--- config.mk ---
export PLATFORM = sky130hd
export DESIGN_NAME = ebox_mbox_req
export DESIGN_NICKNAME = d
export VERILOG_FILES = /design/src/rtl/ebox_mbox_pkg.sv /design/src/rtl/mbox_timeout_ctr.sv /design/src/rtl/ebox_mbox_req.sv
export SDC_FILE = /design/constraint.sdc
export NUM_CORES = 1
export LEC_CHECK = 0
export CAP_MARGIN = 0
export CELL_PAD_IN_SITES_DETAIL_PLACEMENT = 1
export CELL_PAD_IN_SITES_GLOBAL_PLACEMENT = 2
export CORE_ASPECT_RATIO = 1.5
export CORE_MARGIN = 1.5
export CORE_UTILIZATION = 25
export CTS_CLUSTER_DIAMETER = 80
export DETAILED_ROUTE_END_ITERATION = 6
export GPL_TIMING_DRIVEN = 1
export PLACE_DENSITY = 0.94
export SLEW_MARGIN = 20
export SYNTH_ARGS = -nofsm -noshare
export SYNTH_HDL_FRONTEND = slang
export SYNTH_SLANG_ARGS = --single-unit
--- constraint.sdc ---
create_clock -name clk -period 3.6 [get_ports clk]
set_input_delay 1.08 -clock clk [delete_from_list [all_inputs] [get_ports clk]]
set_output_delay 1.08 -clock clk [all_outputs]
set_load 0.01 [all_outputs]
--- src/rtl/ebox_mbox_pkg.sv ---
`default_nettype none
// ============================================================================
// Module   : ebox_mbox_pkg
// Purpose  : Shared types for the EBOX-to-MBOX request block. Contains the
//            request FSM state encoding, the held MCL command, the MBOX data
//            width and small helpers that classify a held command.
// Revision : 1.0  initial release
// ============================================================================
package ebox_mbox_pkg;

  localparam int MBOX_DATA_W = 36;

  typedef enum logic [2:0] {
    S_IDLE   = 3'd0,
    S_REQ    = 3'd1,
    S_RDWAIT = 3'd2,
    S_PAUSE  = 3'd3,
    S_WRREQ  = 3'd4,
    S_WRWAIT = 3'd5,
    S_FAULT  = 3'd6
  } state_e;

  // MCL cycle qualifiers captured when a cycle request is accepted
  typedef struct packed {
    logic rd;
    logic wr;
    logic pause;
    logic fetch;
    logic ld_ar;
    logic ld_arx;
  } cmd_t;

  // An instruction fetch is a read of memory even without VMA_READ
  function automatic logic cmd_is_read(input cmd_t c);
    return c.rd | c.fetch;
  endfunction

  function automatic logic cmd_is_rpw(input cmd_t c);
    return cmd_is_read(c) & c.wr & c.pause;
  endfunction

endpackage : ebox_mbox_pkg
`default_nettype wire

--- src/rtl/mbox_timeout_ctr.sv ---
`default_nettype none
// ============================================================================
// Module   : mbox_timeout_ctr
// Purpose  : Cycle counter that measures how long the MBOX has been silent
//            in the current wait state. Saturates at the terminal count.
// Ports    : clk  - clock
//            rst  - synchronous active-high reset
//            clr  - restart the count at zero (state change)
//            en   - count this cycle
//            tc   - count has reached TIMEOUT_CYC-1
// Revision : 1.0  initial release
// ============================================================================
module mbox_timeout_ctr #(
  parameter int TIMEOUT_CYC = 1024
) (
  input  logic clk,
  input  logic rst,
  input  logic clr,
  input  logic en,
  output logic tc
);

  localparam int CNT_W = (TIMEOUT_CYC > 2) ? $clog2(TIMEOUT_CYC) : 1;
  localparam logic [CNT_W-1:0] TC_VAL = CNT_W'(TIMEOUT_CYC - 1);

  logic [CNT_W-1:0] cnt_q;
  logic [CNT_W-1:0] cnt_d;

  assign tc = (cnt_q == TC_VAL);

  always_comb begin
    cnt_d = cnt_q;
    if (clr) begin
      cnt_d = '0;
    end else if (en && !tc) begin
      cnt_d = cnt_q + CNT_W'(1);
    end
  end

  always_ff @(posedge clk) begin
    if (rst) begin
      cnt_q <= '0;
    end else begin
      cnt_q <= cnt_d;
    end
  end

endmodule : mbox_timeout_ctr
`default_nettype wire

--- src/rtl/ebox_mbox_req.sv ---
`default_nettype none
// ============================================================================
// Module   : ebox_mbox_req
// Purpose  : Runs the single outstanding EBOX memory transaction requested by
//            the MCL (read, write, read-pause-write, fetch), stalls the EBOX
//            clock while it is in flight, returns read data with AR/ARX load
//            strobes and reports page fail and MBOX timeout.
// Ports    : clk, RESET          - clock, synchronous active-high reset
//            cycReq, vma*, load* - MCL cycle request and qualifiers
//            vma                 - VMA bits 13:35
//            storeAR, arData     - write data from AR
//            mbox* (inputs)      - MBOX ack / read data / write done / PF
//            mboxReq/Rd/Wr/Rpw   - request to MBOX with held address/data
//            memWait             - EBOX clock stall
//            arLd, arxLd, rdData - read data and one-cycle load strobes
//            pageFail, nxmErr    - sticky error flags
// Revision : 1.0  initial release
// ============================================================================
module ebox_mbox_req
  import ebox_mbox_pkg::*;
#(
  parameter int TIMEOUT_CYC = 1024,
  parameter int ADR_W       = 23
) (
  input  logic                   clk,
  input  logic                   RESET,
  input  logic                   cycReq,
  input  logic                   vmaRead,
  input  logic                   vmaWrite,
  input  logic                   vmaPause,
  input  logic                   vmaFetch,
  input  logic                   loadAR,
  input  logic                   loadARX,
  input  logic [ADR_W-1:0]       vma,
  input  logic                   storeAR,
  input  logic [MBOX_DATA_W-1:0] arData,
  input  logic                   mboxAck,
  input  logic                   mboxXfer,
  input  logic [MBOX_DATA_W-1:0] mboxData,
  input  logic                   mboxWrDone,
  input  logic                   mboxPF,
  output logic                   mboxReq,
  output logic                   mboxRd,
  output logic                   mboxWr,
  output logic                   mboxRpw,
  output logic [ADR_W-1:0]       mboxAdr,
  output logic [MBOX_DATA_W-1:0] mboxWdata,
  output logic                   memWait,
  output logic                   arLd,
  output logic                   arxLd,
  output logic [MBOX_DATA_W-1:0] rdData,
  output logic                   pageFail,
  output logic                   nxmErr
);

  state_e                 state_q, state_d;
  cmd_t                   cmd_q, cmd_d;
  logic                   pend_q, pend_d;      // write-only request waiting for storeAR
  logic [ADR_W-1:0]       adr_q, adr_d;
  logic [MBOX_DATA_W-1:0] wdata_q, wdata_d;
  logic [MBOX_DATA_W-1:0] rdata_q, rdata_d;
  logic                   req_q, req_d;
  logic                   rd_q, rd_d;
  logic                   wr_q, wr_d;
  logic                   rpw_q, rpw_d;
  logic                   ar_ld_q, ar_ld_d;
  logic                   arx_ld_q, arx_ld_d;
  logic                   pf_q, pf_d;
  logic                   nxm_q, nxm_d;

  logic                   tmo_tc;
  logic                   tmo_en;
  logic                   tmo_clr;
  cmd_t                   new_cmd;
  logic                   new_wr_only;

  assign new_cmd = '{rd: vmaRead, wr: vmaWrite, pause: vmaPause, fetch: vmaFetch,
                     ld_ar: loadAR, ld_arx: loadARX};
  assign new_wr_only = vmaWrite && !(vmaRead || vmaFetch);

  assign tmo_en  = (state_q == S_REQ)   || (state_q == S_RDWAIT) ||
                   (state_q == S_WRREQ) || (state_q == S_WRWAIT);
  assign tmo_clr = (state_d != state_q);

  mbox_timeout_ctr #(
    .TIMEOUT_CYC (TIMEOUT_CYC)
  ) u_tmo (
    .clk (clk),
    .rst (RESET),
    .clr (tmo_clr),
    .en  (tmo_en),
    .tc  (tmo_tc)
  );

  always_comb begin
    state_d  = state_q;
    cmd_d    = cmd_q;
    pend_d   = pend_q;
    adr_d    = adr_q;
    wdata_d  = wdata_q;
    rdata_d  = rdata_q;
    ar_ld_d  = 1'b0;
    arx_ld_d = 1'b0;
    pf_d     = pf_q;
    nxm_d    = nxm_q;

    unique case (state_q)
      S_IDLE: begin
        if (pend_q) begin
          if (storeAR) begin
            wdata_d = arData;
            pend_d  = 1'b0;
            state_d = S_REQ;
          end
        end else if (cycReq) begin
          cmd_d = new_cmd;
          adr_d = vma;
          pf_d  = 1'b0;
          if (new_wr_only && !storeAR) begin
            pend_d = 1'b1;
          end else begin
            if (new_wr_only) begin
              wdata_d = arData;
            end
            state_d = S_REQ;
          end
        end
      end

      // Page fail outranks every MBOX response in the same cycle
      S_REQ: begin
        if (mboxPF) begin
          pf_d    = 1'b1;
          state_d = S_FAULT;
        end else if (mboxAck) begin
          state_d = cmd_is_read(cmd_q) ? S_RDWAIT : S_WRWAIT;
        end else if (tmo_tc) begin
          nxm_d   = 1'b1;
          state_d = S_FAULT;
        end
      end

      S_RDWAIT: begin
        if (mboxPF) begin
          pf_d    = 1'b1;
          state_d = S_FAULT;
        end else if (mboxXfer) begin
          rdata_d  = mboxData;
          // With neither load bit set the data still goes to AR
          ar_ld_d  = cmd_q.ld_ar | ~cmd_q.ld_arx;
          arx_ld_d = cmd_q.ld_arx;
          state_d  = cmd_is_rpw(cmd_q) ? S_PAUSE : S_IDLE;
        end else if (tmo_tc) begin
          nxm_d   = 1'b1;
          state_d = S_FAULT;
        end
      end

      S_PAUSE: begin
        if (storeAR) begin
          wdata_d = arData;
          state_d = S_WRREQ;
        end
      end

      S_WRREQ: begin
        if (mboxAck) begin
          state_d = S_WRWAIT;
        end else if (tmo_tc) begin
          nxm_d   = 1'b1;
          state_d = S_FAULT;
        end
      end

      S_WRWAIT: begin
        if (mboxPF) begin
          pf_d    = 1'b1;
          state_d = S_FAULT;
        end else if (mboxWrDone) begin
          state_d = S_IDLE;
        end else if (tmo_tc) begin
          nxm_d   = 1'b1;
          state_d = S_FAULT;
        end
      end

      S_FAULT: begin
        state_d = S_IDLE;
      end

      default: begin
        state_d = S_IDLE;
      end
    endcase

    // Request lines are registered from the next state so they change
    // cleanly on the edge that enters or leaves a request state
    req_d = (state_d == S_REQ) || (state_d == S_WRREQ);
    rd_d  = (state_d == S_REQ) && cmd_is_read(cmd_d);
    wr_d  = ((state_d == S_REQ) && cmd_d.wr && !cmd_is_read(cmd_d)) ||
            (state_d == S_WRREQ);
    rpw_d = (state_d == S_REQ) && cmd_is_rpw(cmd_d);
  end

  always_ff @(posedge clk) begin
    if (RESET) begin
      state_q  <= S_IDLE;
      cmd_q    <= '0;
      pend_q   <= 1'b0;
      adr_q    <= '0;
      wdata_q  <= '0;
      rdata_q  <= '0;
      req_q    <= 1'b0;
      rd_q     <= 1'b0;
      wr_q     <= 1'b0;
      rpw_q    <= 1'b0;
      ar_ld_q  <= 1'b0;
      arx_ld_q <= 1'b0;
      pf_q     <= 1'b0;
      nxm_q    <= 1'b0;
    end else begin
      state_q  <= state_d;
      cmd_q    <= cmd_d;
      pend_q   <= pend_d;
      adr_q    <= adr_d;
      wdata_q  <= wdata_d;
      rdata_q  <= rdata_d;
      req_q    <= req_d;
      rd_q     <= rd_d;
      wr_q     <= wr_d;
      rpw_q    <= rpw_d;
      ar_ld_q  <= ar_ld_d;
      arx_ld_q <= arx_ld_d;
      pf_q     <= pf_d;
      nxm_q    <= nxm_d;
    end
  end

  assign memWait   = (state_q == S_REQ)   || (state_q == S_RDWAIT) ||
                     (state_q == S_WRREQ) || (state_q == S_WRWAIT) ||
                     ((state_q == S_IDLE) && pend_q);
  assign mboxReq   = req_q;
  assign mboxRd    = rd_q;
  assign mboxWr    = wr_q;
  assign mboxRpw   = rpw_q;
  assign mboxAdr   = adr_q;
  assign mboxWdata = wdata_q;
  assign arLd      = ar_ld_q;
  assign arxLd     = arx_ld_q;
  assign rdData    = rdata_q;
  assign pageFail  = pf_q;
  assign nxmErr    = nxm_q;

endmodule : ebox_mbox_req
`default_nettype wire

Word-level counts from Yosys, hierarchy flattened
Index checks and enable logic that the tools add are counted.

word-level totals
  word-level logic and storage cells = 125
  flip-flop bits (word level) = 123

operators by class
  reduce and logical (&&, ||, !) cells = 31
  multiplexer cells = 41
  bitwise operators = 12
  eq/ne operators = 20
  add/subtract/negate cells = 1

operators with widths
  kind                                                  count
  two-way mux 36 bit                                    5
  one-hot mux 36 bit (2 select lines)                   1
  two-way mux 3 bit                                     14
  two-way mux 6 bit                                     3
  one-hot mux 3 bit (6 select lines)                    1
  two-way mux 1 bit                                     14
  != test 2 bit (second input constant)                 7
  adder 10 x 1 -> 10 bit (second input constant)        1
  equality test 10 bit (second input constant)          1
  equality test 3 bit (second input constant)           3
  != test 3 bit (second input constant)                 3
  logical AND 1 bit                                     8
  AND reduction 4 bit                                   2
  logical OR 1 bit                                      7
  equality test 3 x 1 -> 1 bit (second input constant)  2
  equality test 3 x 2 -> 1 bit (second input constant)  2
  AND reduction 3 bit                                   2
  AND reduction 6 bit                                   1
  NOT 1 bit                                             5
  AND 1 bit                                             4
  logical NOT 1 bit                                     4
  one-hot mux 1 bit (4 select lines)                    1
  nonzero test 2 bit                                    2
  nonzero test 4 bit                                    1
  9 further kinds                                       11

Logic depth before layout (Yosys ltp)
  word-level depth = 12
  gate-level depth with buffers = 8
  depth with buffers taken out = 7

Modules after synthesis
A second synthesis with hierarchy kept.

second synthesis, totals
  cell total of the unflattened synthesis = 574
  area, all modules = 4,889.7 um^2

by module, submodules not included
  module            times used  seq. area each (um^2)  area each (um^2)  cells each
  ebox_mbox_req     1           2,262.2                4,346.7           515
  mbox_timeout_ctr  1           200.2                  543.0             59

Worst setup path after synthesis
No wires, ideal clock.

  path kind = in2reg
  from = input port mboxPF
  to = register wr_q, in the netlist mboxWr
  path buffers = 1
  library setup time = 0.070 ns
  data required time = 3.530 ns
  stages on the path = 7
  setup slack = 0.869 ns
  data arrival time = 2.661 ns
  cells stage by stage = clkbuf_1 > nand3b_2 > o221ai_2 > a211o_1 > a221o_1 > or4_1 > a21oi_1

on the way
  longest elaborated chain between the ends = 6
  elaborated cells on any way between the ends = 9
  classes of those cells = eq/ne (2); mux (4); reduce/logical (3)

ends and longest elaborated chain
  what                                         line                                                              RTL
  from (decl)                                  ebox_mbox_req.sv:41                                               input logic mboxPF,
  two-way mux 3 bit, on equally long branches  ebox_mbox_req.sv:176, ebox_mbox_req.sv:132, ebox_mbox_req.sv:144
  one-hot mux 3 bit (6 select lines) (*)       ebox_mbox_req.sv:107                                              unique case (state_q)
  equality test 3 x 1 -> 1 bit                 ebox_mbox_req.sv:200                                              wr_d = ((state_d == S_REQ) && cmd_d.wr && !cmd_is_read(cmd_d)) ||
  logical AND 1 bit (2 in a row)               ebox_mbox_req.sv:200
  logical OR 1 bit (*)                         ebox_mbox_req.sv:200
  to (signal assigned)                         ebox_mbox_req.sv:230                                              wr_q <= wr_d;
  to (decl)                                    ebox_mbox_req.sv:64                                               logic wr_q, wr_d;

Mark *: on every way between the ends. The rest lies on a longest branch, timed or not.
A chain may end at the register's enable or synchronous reset.

Worst setup path after layout
  from = register state_q[2]
  to = output port memWait

on the way
  longest elaborated chain between the ends = 5
  elaborated cells on any way between the ends = 10
  classes of those cells = eq/ne (4); reduce/logical (6)

ends and longest elaborated chain
  what                                                                                 line                  RTL
  from (decl)                                                                          ebox_mbox_req.sv:56   state_e state_q, state_d;
  from (signal assigned)                                                               ebox_mbox_req.sv:222  state_q <= state_d;
  equality test 3 x 1 -> 1 bit / equality test 3 x 2 -> 1 bit (equally long branches)  ebox_mbox_req.sv:239  assign memWait = (state_q == S_REQ) || (state_q == S_RDWAIT) ||
  logical OR 1 bit (2 in a row)                                                        ebox_mbox_req.sv:239
  logical OR 1 bit                                                                     ebox_mbox_req.sv:240  (state_q == S_WRREQ) || (state_q == S_WRWAIT) ||
  logical OR 1 bit (*)                                                                 ebox_mbox_req.sv:240
  to (decl)                                                                            ebox_mbox_req.sv:48   output logic memWait,

Marks and branches as above.

==> metrics.txt <==
status=finished, final reports clean; Hold Vio Cnt, Final=0; clk_lat worst skew=approximately 0.42 ns; I/O pins=roughly 210; max cap viols=0; port bufs=roughly 210; Post-synth ARST share=0; grt met1 use=0.1580; critical path launch point type=register; routed wire length=between 15,000 and 20,000 um; Final Critical Period=approximately 3 ns; DIE WIDTH=116.8 um; Synth Instances=569; Synth area leaders=dfxtp_1, nand2_1, mux2i_1; crit path max fanout=10; Final nets=887; Yosys top cell by area=dfxtp_1; Worst-path clk slew=0.06 ns; Ys Warns=0; GPL Wtd Cong=a little over 0.8; FF+latch count, synth=123; syn nets=between 600 and 700; worst-margin pin slew=about 0.62 ns; total CTS buffers=17; Remaining Overflow, GRT=0; top-count cell post-synth=nand2_1; placed cells=approximately 1,000; CP arrival=approximately 1.9 ns; All-Layer GR Usage=0.1613; number of detailed-routing iterations run before antenna repair=4; layout cells sized above 1=0.06456; top post-synthesis cells by count=nand2_1, dfxtp_1, a21oi_1; Worst Setup End Kind=output pin; H-tree levels=4; drt drc=0; Primary FF master, synth=dfxtp_1; top cell type's share of synthesized area=0.5073; pwr dens=between 500 and 600 nW/um2; max-slew violations=0; ant diodes=0; vias in the first global route=between 4,000 and 5,000; CTS resizes=0; critical path class=register to output pin; Layout Skew=roughly 0.0054 ns; RSZ-0062 raised after global routing=no; Avg Cell Area, Syn=8.530 um2; # setup viols final=0; global-route wire length before repair=~25,000 um; Vias/cell=4.519; final setup TNS=0 ns; Die ar.=between 20,000 and 25,000 um2; hold_buf cts=0; FMAX=334.9 MHz; Area Growth Syn to Fin=60.71%; leakage power=2.721 nW; fin crit share=0.8294; antenna violations before repair=0; CP required=~2.5 ns; Starting Density=0.2543; starting DRC count in detailed routing=roughly 230; register area share after synthesis=0.5073; hold_ws=about 0.45 ns; Post-Syn Area=4853 um2; Die Height=173.6 um; met2 Resource Use GR=0.3012; DP HPWL=~12,000 um; largest net degree at the start of global routing=58; worst hold path class=register to register; root buf cell=clkbuf_16; ANT nets after route=0; CTS tree=built; relative slew slack=0.5846; most used routing layer=met2; Netlist cell types=57; routed wire length per instance=between 15 and 20 um; core area=around 19,000 um2; Site Rows=just over 60; Cell Count, Final, Fillers Out=1,046; vias post-DR=around 4,700; CTS Buffer Depth=2; CTS Sinks=roughly 120; Max VDD drop=~0.00024 V; M3 GR Usage=0.05559; Post-synth EDFFs=0; setup bufs post-CTS=0
-- cells in the final DEF, fill, tap and decap left out, drive strengths merged, types with 2 or more instances in the layout --
cell type and instances:
and2 2, nor3 6, nand4b 2, nor2 59
clkbuf 24, clkinv 6, a221o 2, o21ai 9
dfxtp 123, mux2i 41, or2 2, buf 13
nand2b 7, xor2 6, nand2 141, clkdlybuf4s50 211
nand3b 4, xnor2 2, o21bai 2, nor2b 3
a21oi 74, nand4 3, and3 2, or3 2
nor3b 5, a211oi 3, a21o 2, nand3 5
inv 5, nor4b 2, nor4 2, o21a 2
-- sequential cells by signal, summed over array words and instances (netlist names), 3 cells and up --
| register | cells |
|---|---|
| mboxAdr | 23 |
| rdData | 36 |
| u_tmo.cnt_q | 10 |
| mboxWdata | 36 |
| cmd_q | 6 |
| state_q | 3 |
-- final cells by class --
type                            instances  area [um2]
Clock buffer                           24       481.7
Tap cell                              256       320.3
Multi-Input combinational cell        406        2227
Fill cell                            2234       11280
Timing Repair Buffer                  224        2222
Clock inverter                          8       67.56
Inverter                                5       18.77
Sequential cell                       123        2462
-- metal layers --
| metal | up-vias | wire, um |
|---|---|---|
| met3 | 16 | 1058 |
| met1 | 2235 | 5994 |
| met5 | - | 0 |
| met4 | 0 | 305 |
| li1 | 2329 | - |
| met2 | 147 | 8836 |
-- path summary, 6_finish.rpt --
check                      endpoint                    from  slack [ns]  cells after the start
min          rdData[9]$_SDFFE_PP0P_  rdData[9]$_SDFFE_PP0P_        0.45                      2
min reg2reg  rdData[9]$_SDFFE_PP0P_  rdData[9]$_SDFFE_PP0P_        0.45                      2
max reg2reg       mboxWr$_SDFF_PP0_   state_q[1]$_SDFF_PP0_        1.07                      7
max                         memWait   state_q[2]$_SDFF_PP0_        0.61                      3
-- where the power goes --
part | total (mW) | switching, mW | leakage (nW) | internal (mW)
registers | 1.51 | 0.0639 | 0.997 | 1.45
logic | 0.805 | 0.401 | 1.45 | 0.404
clock network | 1.59 | 0.599 | 0.274 | 0.995
total | 3.91 | 1.06 | 2.72 | 2.85
-- logic make-up after synthesis --
logic type,after synthesis,synth area share
multiplexers,41,0.08456
adder cells (fa/ha/maj),1,0.002578
flip-flops,123,0.5073
XOR/XNOR,8,0.01444
AO/OA/AOI/OAI,106,0.1261
buffers and inverters,40,0.03661
AND/OR/NAND/NOR,250,0.2284
-- worst max-delay path, stage by stage, from the launching register on --
cell and delay [ns]:
dfxtp_1 0.42, o21ai_0 0.35, nor2b_1 0.18, clkdlybuf4s50_1 0.54
-- per-stage QoR --
stage                       util  power, mW  setup WS, ns  cell area (um2)
after floorplan                -      1.956        0.8692             4853
final                     0.4087      3.914        0.6141             7800
after detailed placement  0.3800      2.360        0.2526             7251
after global placement    0.3800      2.345        0.3350             7251
after global routing      0.4087      4.120        0.4455             7800
after CTS                 0.4087      3.987        0.5650             7800
Power figures use the tool's default switching activity.
